<file path="src/rtl/pci_target_ctrl.sv">
// pci_target_ctrl
// Target-side transaction controller for the PCI slave. Decodes memory
// read/write address phases against a DEPTH-word window, runs bursts against
// an internal register file, and drives devsel/storage_control for the
// downstream TRDY stage. All state moves on the falling clock edge so it lines
// up with that stage.
//
// Handshake: a data phase completes (a "transfer") on a falling edge where
// irdy_n and trdy_n are both sampled low. Either side may insert wait states
// by holding its ready high; nothing advances until both are low together.

module pci_target_ctrl #(
    parameter logic [31:0] BASE_ADDR = 32'h0000_1000,
    parameter int          DEPTH     = 8,
    parameter int          PTR_W     = 3
) (
    input  logic        clk,
    input  logic        rst_n,
    input  logic        frame_n,
    input  logic        irdy_n,
    input  logic        trdy_n,
    input  logic [3:0]  cbe_n,
    input  logic [31:0] ad_in,
    output logic [31:0] ad_out,
    output logic        ad_oe,
    output logic        devsel,
    output logic        storage_control,
    output logic        stop_n
);

    typedef enum logic [1:0] {
        IDLE       = 2'd0,
        TURN       = 2'd1,
        DATA       = 2'd2,
        DISCONNECT = 2'd3
    } state_t;

    localparam logic [3:0] CMD_MEM_RD = 4'b0110;
    localparam logic [3:0] CMD_MEM_WR = 4'b0111;

    state_t             state;
    state_t             state_d;

    logic [PTR_W-1:0]   ptr;
    logic [PTR_W-1:0]   ptr_d;
    logic [PTR_W-1:0]   ptr_inc;
    logic               is_write;
    logic               is_write_d;
    logic               devsel_d;
    logic               storage_control_d;
    logic               stop_n_d;
    logic               ad_oe_d;
    logic [31:0]        ad_out_d;
    logic               mem_we;

    logic [31:0]        mem [DEPTH];

    logic               xfer;
    logic               addr_hit;
    logic               cmd_rd;
    logic               cmd_wr;
    logic               decode;
    logic               ptr_last;
    logic               master_abort;

    assign xfer         = !irdy_n && !trdy_n;
    assign addr_hit     = (ad_in[31:PTR_W+2] == BASE_ADDR[31:PTR_W+2]);
    assign cmd_rd       = (cbe_n == CMD_MEM_RD);
    assign cmd_wr       = (cbe_n == CMD_MEM_WR);
    assign decode       = !frame_n && addr_hit && (cmd_rd || cmd_wr);
    assign ptr_last     = (ptr == PTR_W'(DEPTH - 1));
    // Master gave up the burst without a data phase pending.
    assign master_abort = frame_n && irdy_n;
    assign ptr_inc      = ptr + 1'b1;

    // State register.
    always_ff @(negedge clk or negedge rst_n) begin
        if (!rst_n) begin
            state <= IDLE;
        end else begin
            state <= state_d;
        end
    end

    // Next-state decision.
    always_comb begin
        state_d = state;
        case (state)
            IDLE: begin
                if (decode) begin
                    state_d = cmd_wr ? DATA : TURN;
                end
            end
            TURN: begin
                state_d = master_abort ? IDLE : DATA;
            end
            DATA: begin
                if (xfer) begin
                    if (frame_n) begin
                        state_d = IDLE;
                    end else if (ptr_last) begin
                        state_d = DISCONNECT;
                    end
                end else if (master_abort) begin
                    state_d = IDLE;
                end
            end
            DISCONNECT: begin
                if (frame_n) begin
                    state_d = IDLE;
                end
            end
            default: state_d = IDLE;
        endcase
    end

    // Next values of the registered outputs, pointer and memory write strobe.
    always_comb begin
        ptr_d             = ptr;
        is_write_d        = is_write;
        devsel_d          = devsel;
        storage_control_d = storage_control;
        stop_n_d          = stop_n;
        ad_oe_d           = ad_oe;
        ad_out_d          = ad_out;
        mem_we            = 1'b0;
        case (state)
            IDLE: begin
                devsel_d          = 1'b1;
                storage_control_d = 1'b0;
                stop_n_d          = 1'b1;
                ad_oe_d           = 1'b0;
                if (decode) begin
                    devsel_d          = 1'b0;
                    ptr_d             = ad_in[PTR_W+1:2];
                    is_write_d        = cmd_wr;
                    // Writes accept data right away; reads need a turnaround.
                    storage_control_d = cmd_wr;
                end
            end
            TURN: begin
                if (master_abort) begin
                    devsel_d          = 1'b1;
                    storage_control_d = 1'b0;
                    stop_n_d          = 1'b1;
                    ad_oe_d           = 1'b0;
                end else begin
                    storage_control_d = 1'b1;
                    ad_oe_d           = 1'b1;
                    ad_out_d          = mem[ptr];
                end
            end
            DATA: begin
                if (xfer) begin
                    mem_we = is_write;
                    // The pointer parks on the last word instead of wrapping.
                    if (!ptr_last) begin
                        ptr_d = ptr_inc;
                        if (!is_write) begin
                            ad_out_d = mem[ptr_inc];
                        end
                    end
                    if (frame_n) begin
                        devsel_d          = 1'b1;
                        storage_control_d = 1'b0;
                        stop_n_d          = 1'b1;
                        ad_oe_d           = 1'b0;
                    end else if (ptr_last) begin
                        storage_control_d = 1'b0;
                        stop_n_d          = 1'b0;
                    end
                end else if (master_abort) begin
                    devsel_d          = 1'b1;
                    storage_control_d = 1'b0;
                    stop_n_d          = 1'b1;
                    ad_oe_d           = 1'b0;
                end
            end
            DISCONNECT: begin
                // Lagging transfers from the TRDY stage are simply ignored here.
                if (frame_n) begin
                    devsel_d          = 1'b1;
                    storage_control_d = 1'b0;
                    stop_n_d          = 1'b1;
                    ad_oe_d           = 1'b0;
                end
            end
            default: begin
                devsel_d          = 1'b1;
                storage_control_d = 1'b0;
                stop_n_d          = 1'b1;
                ad_oe_d           = 1'b0;
            end
        endcase
    end

    // Registered outputs and pointer.
    always_ff @(negedge clk or negedge rst_n) begin
        if (!rst_n) begin
            ptr             <= '0;
            is_write        <= 1'b0;
            devsel          <= 1'b1;
            storage_control <= 1'b0;
            stop_n          <= 1'b1;
            ad_oe           <= 1'b0;
            ad_out          <= '0;
        end else begin
            ptr             <= ptr_d;
            is_write        <= is_write_d;
            devsel          <= devsel_d;
            storage_control <= storage_control_d;
            stop_n          <= stop_n_d;
            ad_oe           <= ad_oe_d;
            ad_out          <= ad_out_d;
        end
    end

    // Register file write with per-byte enables; contents survive reset.
    always_ff @(negedge clk) begin
        if (mem_we) begin
            for (int i = 0; i < 4; i++) begin
                if (!cbe_n[i]) begin
                    mem[ptr][8*i +: 8] <= ad_in[8*i +: 8];
                end
            end
        end
    end

endmodule

</file>
<file path="config.mk">
export PLATFORM = sky130hd
export DESIGN_NAME = pci_target_ctrl
export DESIGN_NICKNAME = d
export VERILOG_FILES = /design/src/rtl/pci_target_ctrl.sv
export SDC_FILE = /design/constraint.sdc
export NUM_CORES = 1
export LEC_CHECK = 0
export ABC_AREA = 0
export BUFFER_PORTS_ARGS = -buffer_cell sky130_fd_sc_hd__buf_4
export CORE_MARGIN = 3
export CORE_UTILIZATION = 50
export DETAILED_ROUTE_END_ITERATION = 12
export MAX_ROUTING_LAYER = met4
export PLACE_DENSITY = 0.71
export SYNTH_ARGS = -nofsm -noshare
export SYNTH_HDL_FRONTEND = slang
export SYNTH_SLANG_ARGS = --single-unit
</file>
<file path="constraint.sdc">
create_clock -name clk -period 3.2 [get_ports clk]
set_input_delay 0.16 -clock clk [delete_from_list [all_inputs] [get_ports clk]]
set_output_delay 0.16 -clock clk [all_outputs]
set_load 0.02 [all_outputs]
</file>
==> metrics.yaml, run 1 <==
run:
  cap_violations: 0
sta:
  rsz0062_at_grt: "no"
  relSlewSlack_pct: 42.7
  slew_viol_final: 0
  setup_tns_ns: 0
  skew_ns: 0.0714
  worstMarginPinSlew_ns: 0.858
  hold_violations: 0
  setup-violations-final: 0
  hold_ws_ns: 0.446
setup_path:
  end_kind: "output port"
  cp_top_family: "flip-flops"
  cp_slowest_cell: "dfstp_2"
  crit_fanout: 3
  worstPathArrival_ns: 2.84
  required_ns: 3.04
  cp_cell_sequence: "buf_4"
  start_kind: "register"
  worstSetupPathType: "register to output port"
  cpPeakStageDelay_ns: 0.53
  cp_num_buf_inv: 1
clock_network:
  postCtsHoldBufs: 0
  cts_resized: 0
  clkTransAtPathRegs_ns: 0.05
  cts-root-buf: "clkbuf_16"
  clock_path_buffers: 3
  h-tree-depth: 2
  cts_tree: "yes"
  cts_setup_buffers: 0
  clk_latency_ns: 0.59
  clock-sinks: 298
  cts_buffers: 34
synthesis:
  synth_edf_count: 256
  ys.flop_type: "edfxtp_1"
  syn_area_um2: 14100
  syn_inst: 1041
  yosysSeqAreaShare_pct: 62.0
  async_reset_ff_share_pct: 14.1
  syn_area_per_cell_um2: 13.5
  ys_ff_latch: 298
  synth_nets: 1088
  synth.distinct_cells: 62
  ys.warnings.count: 0
place:
  dp_cells: 1531
  port_buffers: 76
  hpwl_um: 27000
  gp_congestion: 0.912
drt:
  routed_wl_um: 42900
  wire_per_inst_um: 23.2
  via_per_inst: 6.08
  ant_nets: 0
  drt_first_pass_iters: 5
  first_iter_violations: 1471
  vias: 11300
  drcViolationCount: 0
cells_and_area:
  num-nets-final: 1499
  drive_above_1_share_pct: 18.9
  fin_cells: 1850
  syn2layout_area_growth_pct: 26.4
  fillers: 2035
  antenna-diode-count: 0
status:
  status: "completed"
power:
  p_clk_share_pct: 30.5
  power_leakage_nw: 7.75
  cellInternalPower_mw: 10.5
  power_mw: 17.4
  switching_share_pct: 39.9
  combPwrFrac_pct: 42.0
  peakVddDrop_v: 0.000713
  power_density_nw_per_um2: 977
  seqPwrFrac_pct: 27.5
  p_switching_mw: 6.95
grt:
  antenna_found_initial: 0
  grt_use_total_pct: 28.6
  grt_max_degree: 64
  grt_pass1_vias: 11300
  grt_overflow: 0
  grt_pass1_wl_um: 64600
floorplan:
  num_rows: 60
  core_area_um2: 27300
  die_h_um: 174
  die_w_um: 174
  initial_core_util_pct: 51.6
  die_area_um2: 30300
  io_pins: 77
min_path:
  hp-class: "register to register"
## routing by layer
metal  vias to the layer above  GRT usage [%]  part of all wire [%]
met5                         -              -                     0
met4                         0           11.7                   3.3
met3                       107           5.46                    11
met2                       709           44.0                    47
met1                      5483           37.8                    39
li1                       4952              -                     -
## synth_stat cells (all sizes together), types with 15 or more instances
cell type | number | area [µm²]
a21oi | 35 | 179
a221oi | 28 | 251
buf | 61 | 425
clkbuf | 21 | 78.8
dfrtn | 40 | 1000
edfxtp | 256 | 7690
inv | 26 | 97.6
mux2i | 183 | 1830
nand2 | 31 | 116
nand3 | 15 | 75.1
nor2 | 79 | 302
nor3 | 15 | 80.1
o21ai | 31 | 166
o22a | 21 | 184
o22ai | 71 | 450
## logic make-up (layout without fill, tap and decap cells)
logic type                 after synthesis  count (layout)  share of synthesized area, %
and+or+nand+nor                        174             174                          5.86
DFF                                    298             298                          62.0
AOI/OAI and AO/OA                      260             260                          13.2
adders and majority gates                6               6                         0.532
muxes                                  195             195                          14.2
buffers and inverters                  108             545                          4.27
## per-stage QoR
stage               cell area (µm²)  setup WS, ns  util, %
floorplan                     14100        -0.221        -
CTS                           17800         0.191     65.2
global route                  17800         0.173     65.2
detailed placement            15700        -0.192     57.5
finish                        17800         0.201     65.2
global placement              15700        -0.192     57.5
## flip-flops by register name (all words and copies together), names as in the netlist
register,flops
ad_out,32
ptr,3
state,2
ad_oe,1
is_write,1
storage_control,1
stop_n,1
devsel,1
mem,256
## worst paths after layout
kind                            startpoint    endpoint  slack, ns  cells after the start
worst max-delay path                devsel      devsel       0.20                      1
worst min-delay path             ad_out[1]   ad_out[1]       0.45                      1
worst max register to register    state[0]  mem[2][15]       0.57                      6
worst min register to register   ad_out[1]   ad_out[1]       0.45                      1
max in group asynchronous            rst_n  ad_out[22]       1.49                      1
min in group asynchronous            rst_n   ad_out[3]       1.19                      1
## power groups by stage
stage	registers (mW)	clock network [mW]	logic (mW)
CTS	4.78	5.33	7.21
finish	4.78	5.32	7.32
global route	4.80	5.80	7.70
floorplan	5.00	0.479	4.69
detailed placement	4.82	0.479	7.18
global placement	4.83	0.479	7.07
## cells in the final DEF (no fill, tap or decap), types with 6 or more instances in the layout
master       n
nand2_1     31
nand3_1     15
mux2i_1    183
nand2b_1     7
a21oi_1     34
clkbuf_16   39
buf_4      191
inv_1      284
a22oi_1     11
nor4_1       6
mux2_2       7
a222oi_1     9
o22ai_1     70
buf_12       9
nor3_1      13
o22a_1      21
o211ai_1    10
edfxtp_1   256
o221ai_1    14
dfrtn_1     40
clkinv_2     6
nor2_1      77
o21ai_0     30
a221oi_1    27
## layout make-up
type,count,area (µm²),area share (%)
clock buffers,43,991,5.56
clock inverters,277,1130,6.35
inverters,25,93.8,0.526
multi-input cells,635,4790,26.9
flip-flops and latches,298,8740,49.0
well taps,372,465,2.61
repair buffers,200,1610,9.05
No activity file was read; power rests on OpenSTA's default activity.
==> run 2: changes to the inputs <==
--- a/config.mk
+++ b/config.mk
@@ -5,7 +5,7 @@
 export SDC_FILE = /design/constraint.sdc
 export NUM_CORES = 1
 export LEC_CHECK = 0
-export ABC_AREA = 0
+export ABC_AREA = 1
 export BUFFER_PORTS_ARGS = -buffer_cell sky130_fd_sc_hd__buf_4
 export CORE_MARGIN = 3
 export CORE_UTILIZATION = 50
==> run 2 against run 1 <==
Compared with the run above:
- global-route usage down 2.1 points
- setup slack got worse by 0.020 ns
- hold slack gained 0.018 ns
- area after synthesis up 10%
- sequential share of layout area is 2.2 points lower
- clock-buffer cell count is 2 higher
- final area grew 4.7%
- clock skew increased by 0.0048 ns
- sequential power is 1% lower
- critical path type unchanged
- critical endpoint is now stop_n
==> metrics.yaml, run 2 <==
status:
  status: "completed"
clock_network:
  cts_buffers: 35
  cts-root-buf: "clkbuf_16"
  clock_path_buffers: 3
  clk_latency_ns: 0.59
  clkTransAtPathRegs_ns: 0.05
  cts_tree: "yes"
  postCtsHoldBufs: 0
  cts_setup_buffers: 0
  cts_resized: 0
  h-tree-depth: 2
  clock-sinks: 298
power:
  seqPwrFrac_pct: 26.8
  p_clk_share_pct: 30.0
  power_density_nw_per_um2: 947
  switching_share_pct: 44.2
  p_switching_mw: 7.81
  cellInternalPower_mw: 9.86
  power_mw: 17.7
  power_leakage_nw: 9.18
  combPwrFrac_pct: 43.3
  peakVddDrop_v: 0.00103
sta:
  hold_violations: 0
  slew_viol_final: 0
  relSlewSlack_pct: 29.5
  setup-violations-final: 0
  worstMarginPinSlew_ns: 1.06
  setup_tns_ns: 0
  rsz0062_at_grt: "no"
  skew_ns: 0.0763
cells_and_area:
  top_regs: "mem (256), ad_out (32), ptr (3)"
  final_common_cell: "nand2_1"
  fin_cells: 2641
  largest-register: "mem"
  multi_input_area_um2: 5770
  seqCellArea_um2: 8740
  drive_above_1_share_pct: 10.3
  num-nets-final: 2274
  antenna-diode-count: 0
  fillers: 2579
  syn2layout_area_growth_pct: 19.9
  largest_reg_flops: 256
  mostFrequentLayoutCells: "nand2_1, inv_1, edfxtp_1"
floorplan:
  initial_core_util_pct: 51.6
  die_h_um: 182
  num_rows: 63
  io_pins: 77
  die_area_um2: 33300
  die_w_um: 182
  core_area_um2: 30200
synthesis:
  synth_common_cells: "nand2_1, edfxtp_1, nor2_1, inv_1, nand3_1"
  synth.distinct_cells: 28
  syn_area_per_cell_um2: 8.19
  synth_nets: 1949
  synth.top_cell.area_share_pct: 49.4
  syn_area_um2: 15600
  ys.flop_type: "edfxtp_1"
  yosysSeqAreaShare_pct: 56.1
  synth_most_common_cell: "nand2_1"
  synth_top_area_cell: "edfxtp_1"
  async_reset_ff_share_pct: 14.1
  ys_top_cells_by_area: "edfxtp_1, nand2_1, dfrtn_1"
  ys.warnings.count: 0
  ys_ff_latch: 298
  synth_edf_count: 256
  syn_inst: 1902
setup_path:
  start_kind: "register"
  cp_cell_sequence: "buf_4"
  required_ns: 3.04
  worstPathArrival_ns: 2.86
  end_kind: "output port"
  cp_top_family: "flip-flops"
  worstSetupPathType: "register to output port"
  crit_fanout: 4
  cp_slowest_cell: "dfstp_2"
  cp_num_buf_inv: 1
  cpPeakStageDelay_ns: 0.55
drt:
  routed_wl_um: 43600
  drcViolationCount: 0
  via_per_inst: 5.27
  first_iter_violations: 1262
  ant_nets: 0
  vias: 13900
  drt_first_pass_iters: 7
  wire_per_inst_um: 16.5
grt:
  grt_pass1_wl_um: 68700
  grt_overflow: 0
  grt_use_total_pct: 26.6
  grt_pass1_vias: 13600
  antenna_found_initial: 0
  grt_max_degree: 123
place:
  dp_cells: 2323
  gp_congestion: 0.904
  hpwl_um: 27000
  port_buffers: 76
min_path:
  hp-class: "register to register"
run:
  cap_violations: 0
==> run 2: cell type report <==
| type | instances | share of cell area (%) |
|---|---|---|
| Multi-Input combinational cell | 1374 | 30.9 |
| Sequential cell | 298 | 46.8 |
| Tap cell | 390 | 2.61 |
| Clock buffer | 45 | 5.63 |
| Inverter | 118 | 2.38 |
| Clock inverter | 274 | 5.76 |
| Timing Repair Buffer | 142 | 5.85 |
==> run 2: routing by layer <==
layer / vias up / global-route usage, % / wire, µm
met3: 99 / 4.98 / 4040
met5: - / - / 0
met4: 0 / 8.93 / 1050
li1: 6760 / - / -
met1: 6384 / 34.2 / 17500
met2: 678 / 42.7 / 21000
==> run 2: cell families after synthesis <==
group,count (synthesis),synth area share (%)
buf+inv,230,6.87
simple gates,1190,30.2
flops,298,56.1
compound gates,178,6.34
fa+ha+maj,6,0.482
==> run 2: path summary, 6_finish.rpt <==
path                           from          to  slack, ns  cells past startpoint
min in group asynchronous     rst_n   ad_out[4]       1.18                      1
setup reg to reg             ptr[0]  ad_out[20]       0.46                      9
max in group asynchronous     rst_n      devsel       1.52                      1
setup / recovery             stop_n      stop_n       0.18                      1
hold reg to reg            is_write    is_write       0.46                      2
hold / removal             is_write    is_write       0.46                      2
==> run 2: stage by stage <==
| stage | hold slack [ns] | util (%) | area (µm²) | setup slack [ns] |
|---|---|---|---|---|
| after floorplan | 0.419 | - | 15600 | 0.188 |
| after global placement | 0.450 | 54.8 | 16500 | 0.0390 |
| after detailed placement | 0.465 | 54.8 | 16500 | 0.0260 |
| after CTS | 0.466 | 61.8 | 18700 | 0.169 |
| after global routing | 0.498 | 61.8 | 18700 | 0.117 |
| final | 0.464 | 61.8 | 18700 | 0.181 |
==> run 2: worst register-to-register path, stage by stage (launching register included) <==
cell and delay [ns]:
dfrtn_1 0.53, buf_4 0.79, buf_4 0.62, o21ai_0 0.26
nand2_1 0.11, nand2_1 0.06, nand2_1 0.05, nand2_1 0.05
nand2_1 0.05, a21oi_1 0.06
==> run 2: power by group through the flow <==
stage                     Combinational [mW]  Sequential, mW  Clock, mW
after global routing                    8.52            4.76       5.83
after floorplan                         5.34            5.02      0.479
after CTS                               7.54            4.73       5.37
after global placement                  7.33            4.78      0.479
after detailed placement                7.48            4.78      0.479
final                                   7.64            4.73       5.30
==> run 3: changes to the inputs <==
--- a/config.mk
+++ b/config.mk
@@ -7,6 +7,7 @@
 export LEC_CHECK = 0
 export ABC_AREA = 1
 export BUFFER_PORTS_ARGS = -buffer_cell sky130_fd_sc_hd__buf_4
+export CORE_ASPECT_RATIO = 1.5
 export CORE_MARGIN = 3
 export CORE_UTILIZATION = 50
 export DETAILED_ROUTE_END_ITERATION = 12
==> run 3 against run 2 <==
Compared with the run above:
- critical path type unchanged
- sequential power is essentially flat
- largest cell class unchanged
- critical path depth stayed put
- sequential cell count unchanged
- critical endpoint unchanged
- non-clock buffer count grew 10
- via count rose by 0.55%
==> metrics.yaml, run 3 (same netlist as run 2, synthesis figures left out) <==
floorplan:
  core_area_um2: 30400
  die_area_um2: 33300
  io_pins: 77
  num_rows: 78
  die_w_um: 150
  die_h_um: 222
  initial_core_util_pct: 51.1
sta:
  skew_ns: 0.0949
  worstMarginPinSlew_ns: 0.907
  relSlewSlack_pct: 39.5
  hold_violations: 0
  rsz0062_at_grt: "no"
  setup-violations-final: 0
  slew_viol_final: 0
cells_and_area:
  antenna-diode-count: 0
  mostFrequentLayoutCells: "nand2_1, inv_1, edfxtp_1"
  final_common_cell: "nand2_1"
  largest-register: "mem"
  largest_reg_flops: 256
  syn2layout_area_growth_pct: 19.3
  final_cell_area_um2: 18600
  fillers: 2644
  top_regs: "mem (256), ad_out (32), ptr (3)"
  fin_cells: 2653
  drive_above_1_share_pct: 10.5
  num-nets-final: 2278
drt:
  routed.top_layer: "met4"
  routed_wl_um: 43200
  wl_met1_um: 15800
  ant_nets: 0
  first_iter_violations: 1434
  met2_length_um: 22500
  vias: 14000
  drcViolationCount: 0
  met3_length_um: 2940
  drt_first_pass_iters: 9
  wire_per_inst_um: 16.3
  via_per_inst: 5.28
clock_network:
  cts_tree: "yes"
  cts_resized: 0
  h-tree-depth: 1
  clkTransAtPathRegs_ns: 0.05
  postCtsHoldBufs: 0
  clk_latency_ns: 0.64
  cts_setup_buffers: 0
  cts-root-buf: "clkbuf_16"
  clock-sinks: 298
  clock_path_buffers: 3
  cts_buffers: 29
grt:
  grt_pass1_vias: 14000
  antenna_found_initial: 0
  grt_pass1_wl_um: 69300
  grt_max_degree: 178
  grt_use_total_pct: 27.0
  grt_overflow: 0
setup_path:
  path_depth: 1
  cp_slowest_cell: "dfstp_2"
  worstPathArrival_ns: 2.89
  rr_worst_depth: 4
  crit_fanout: 4
  required_ns: 3.04
  worstReg2RegStart: "ptr[2]"
  cpPeakStageDelay_ns: 0.54
  cp_cell_sequence: "buf_4"
  cp_top_family: "flip-flops"
  end_kind: "output port"
  worstSetupPathType: "register to output port"
  r2r_setup_slack_ns: 0.66
  timing.rr.end: "mem[1][13]"
  start_kind: "register"
  cp_num_buf_inv: 1
min_path:
  hp-class: "register to register"
  hold_start: "is_write"
  whs_path_depth: 2
  holdPathEnd: "is_write"
place:
  port_buffers: 76
  gp_congestion: 0.913
  dp_cells: 2343
  dpl_cell_area_um2: 16700
  hpwl_um: 26700
status:
  status: "completed"
power:
  power_density_nw_per_um2: 921
  peakVddDrop_v: 0.000709
  power_mw: 17.1
  power_leakage_nw: 9.12
run:
  cap_violations: 0
## run 3: cell types whose count changed in the layout (fill, tap and decap cells not counted), sizes merged
| cell | previous run | this run |
|---|---|---|
| clkbuf | 45 | 33 |
| inv | 382 | 377 |
| buf | 142 | 152 |
| bufinv | 1 | 2 |
| clkinv | 6 | 14 |
## run 3: report_power, final
| group | total (mW) | leakage (nW) | internal (mW) | switching [mW] |
|---|---|---|---|---|
| Clock | 4.71 | 1.84 | 2.32 | 2.39 |
| Combinational | 7.65 | 4.49 | 2.53 | 5.13 |
| Sequential | 4.75 | 2.79 | 4.56 | 0.193 |
## run 3: worst register-to-register path, cell delays in order (launching register included)
cell and delay [ns]:
dfrtn_1 0.74, clkinv_1 0.65, nand3_1 0.61, nor2_1 0.13, buf_4 0.21
## run 3: per-layer routing
layer  track usage, %  vias to the layer above
li1                 -                     6770
met1             30.2                     6465
met2             46.6                      614
met3             3.54                      149
met4             14.2                        0
met5                -                        -
## run 3: worst max path at each step
stage                 from  slack (ns)          to
floorplan           trdy_n        0.19   mem[0][0]
global placement    trdy_n       -0.29  mem[2][14]
detailed placement  irdy_n       -0.31  mem[2][11]
CTS                 devsel        0.14      devsel
global route        stop_n        0.11      stop_n
finish              stop_n        0.15      stop_n
## run 3: layout make-up
class                      instances  area [µm²]  share of cell area, %
clock buffer                      33         783                   4.22
sequential                       298        8740                   47.1
tap                              400         500                   2.70
inverter                         118         444                   2.39
multi-input combinational       1374        5770                   31.1
timing repair buffer             152        1200                   6.48
clock inverter                   278        1120                   6.05
## run 3: metrics by stage
stage          setup slack [ns]  hold slack (ns)  setup TNS (ns)  util, %
2_1_floorplan             0.188            0.419               0        -
3_3_place_gp             -0.289            0.442          -59.28     54.7
3_5_place_dp             -0.312            0.438          -62.81     54.7
4_1_cts                   0.138            0.439               0     61.0
5_1_grt                   0.106            0.496               0     61.0
6_report                  0.154            0.446               0     61.0
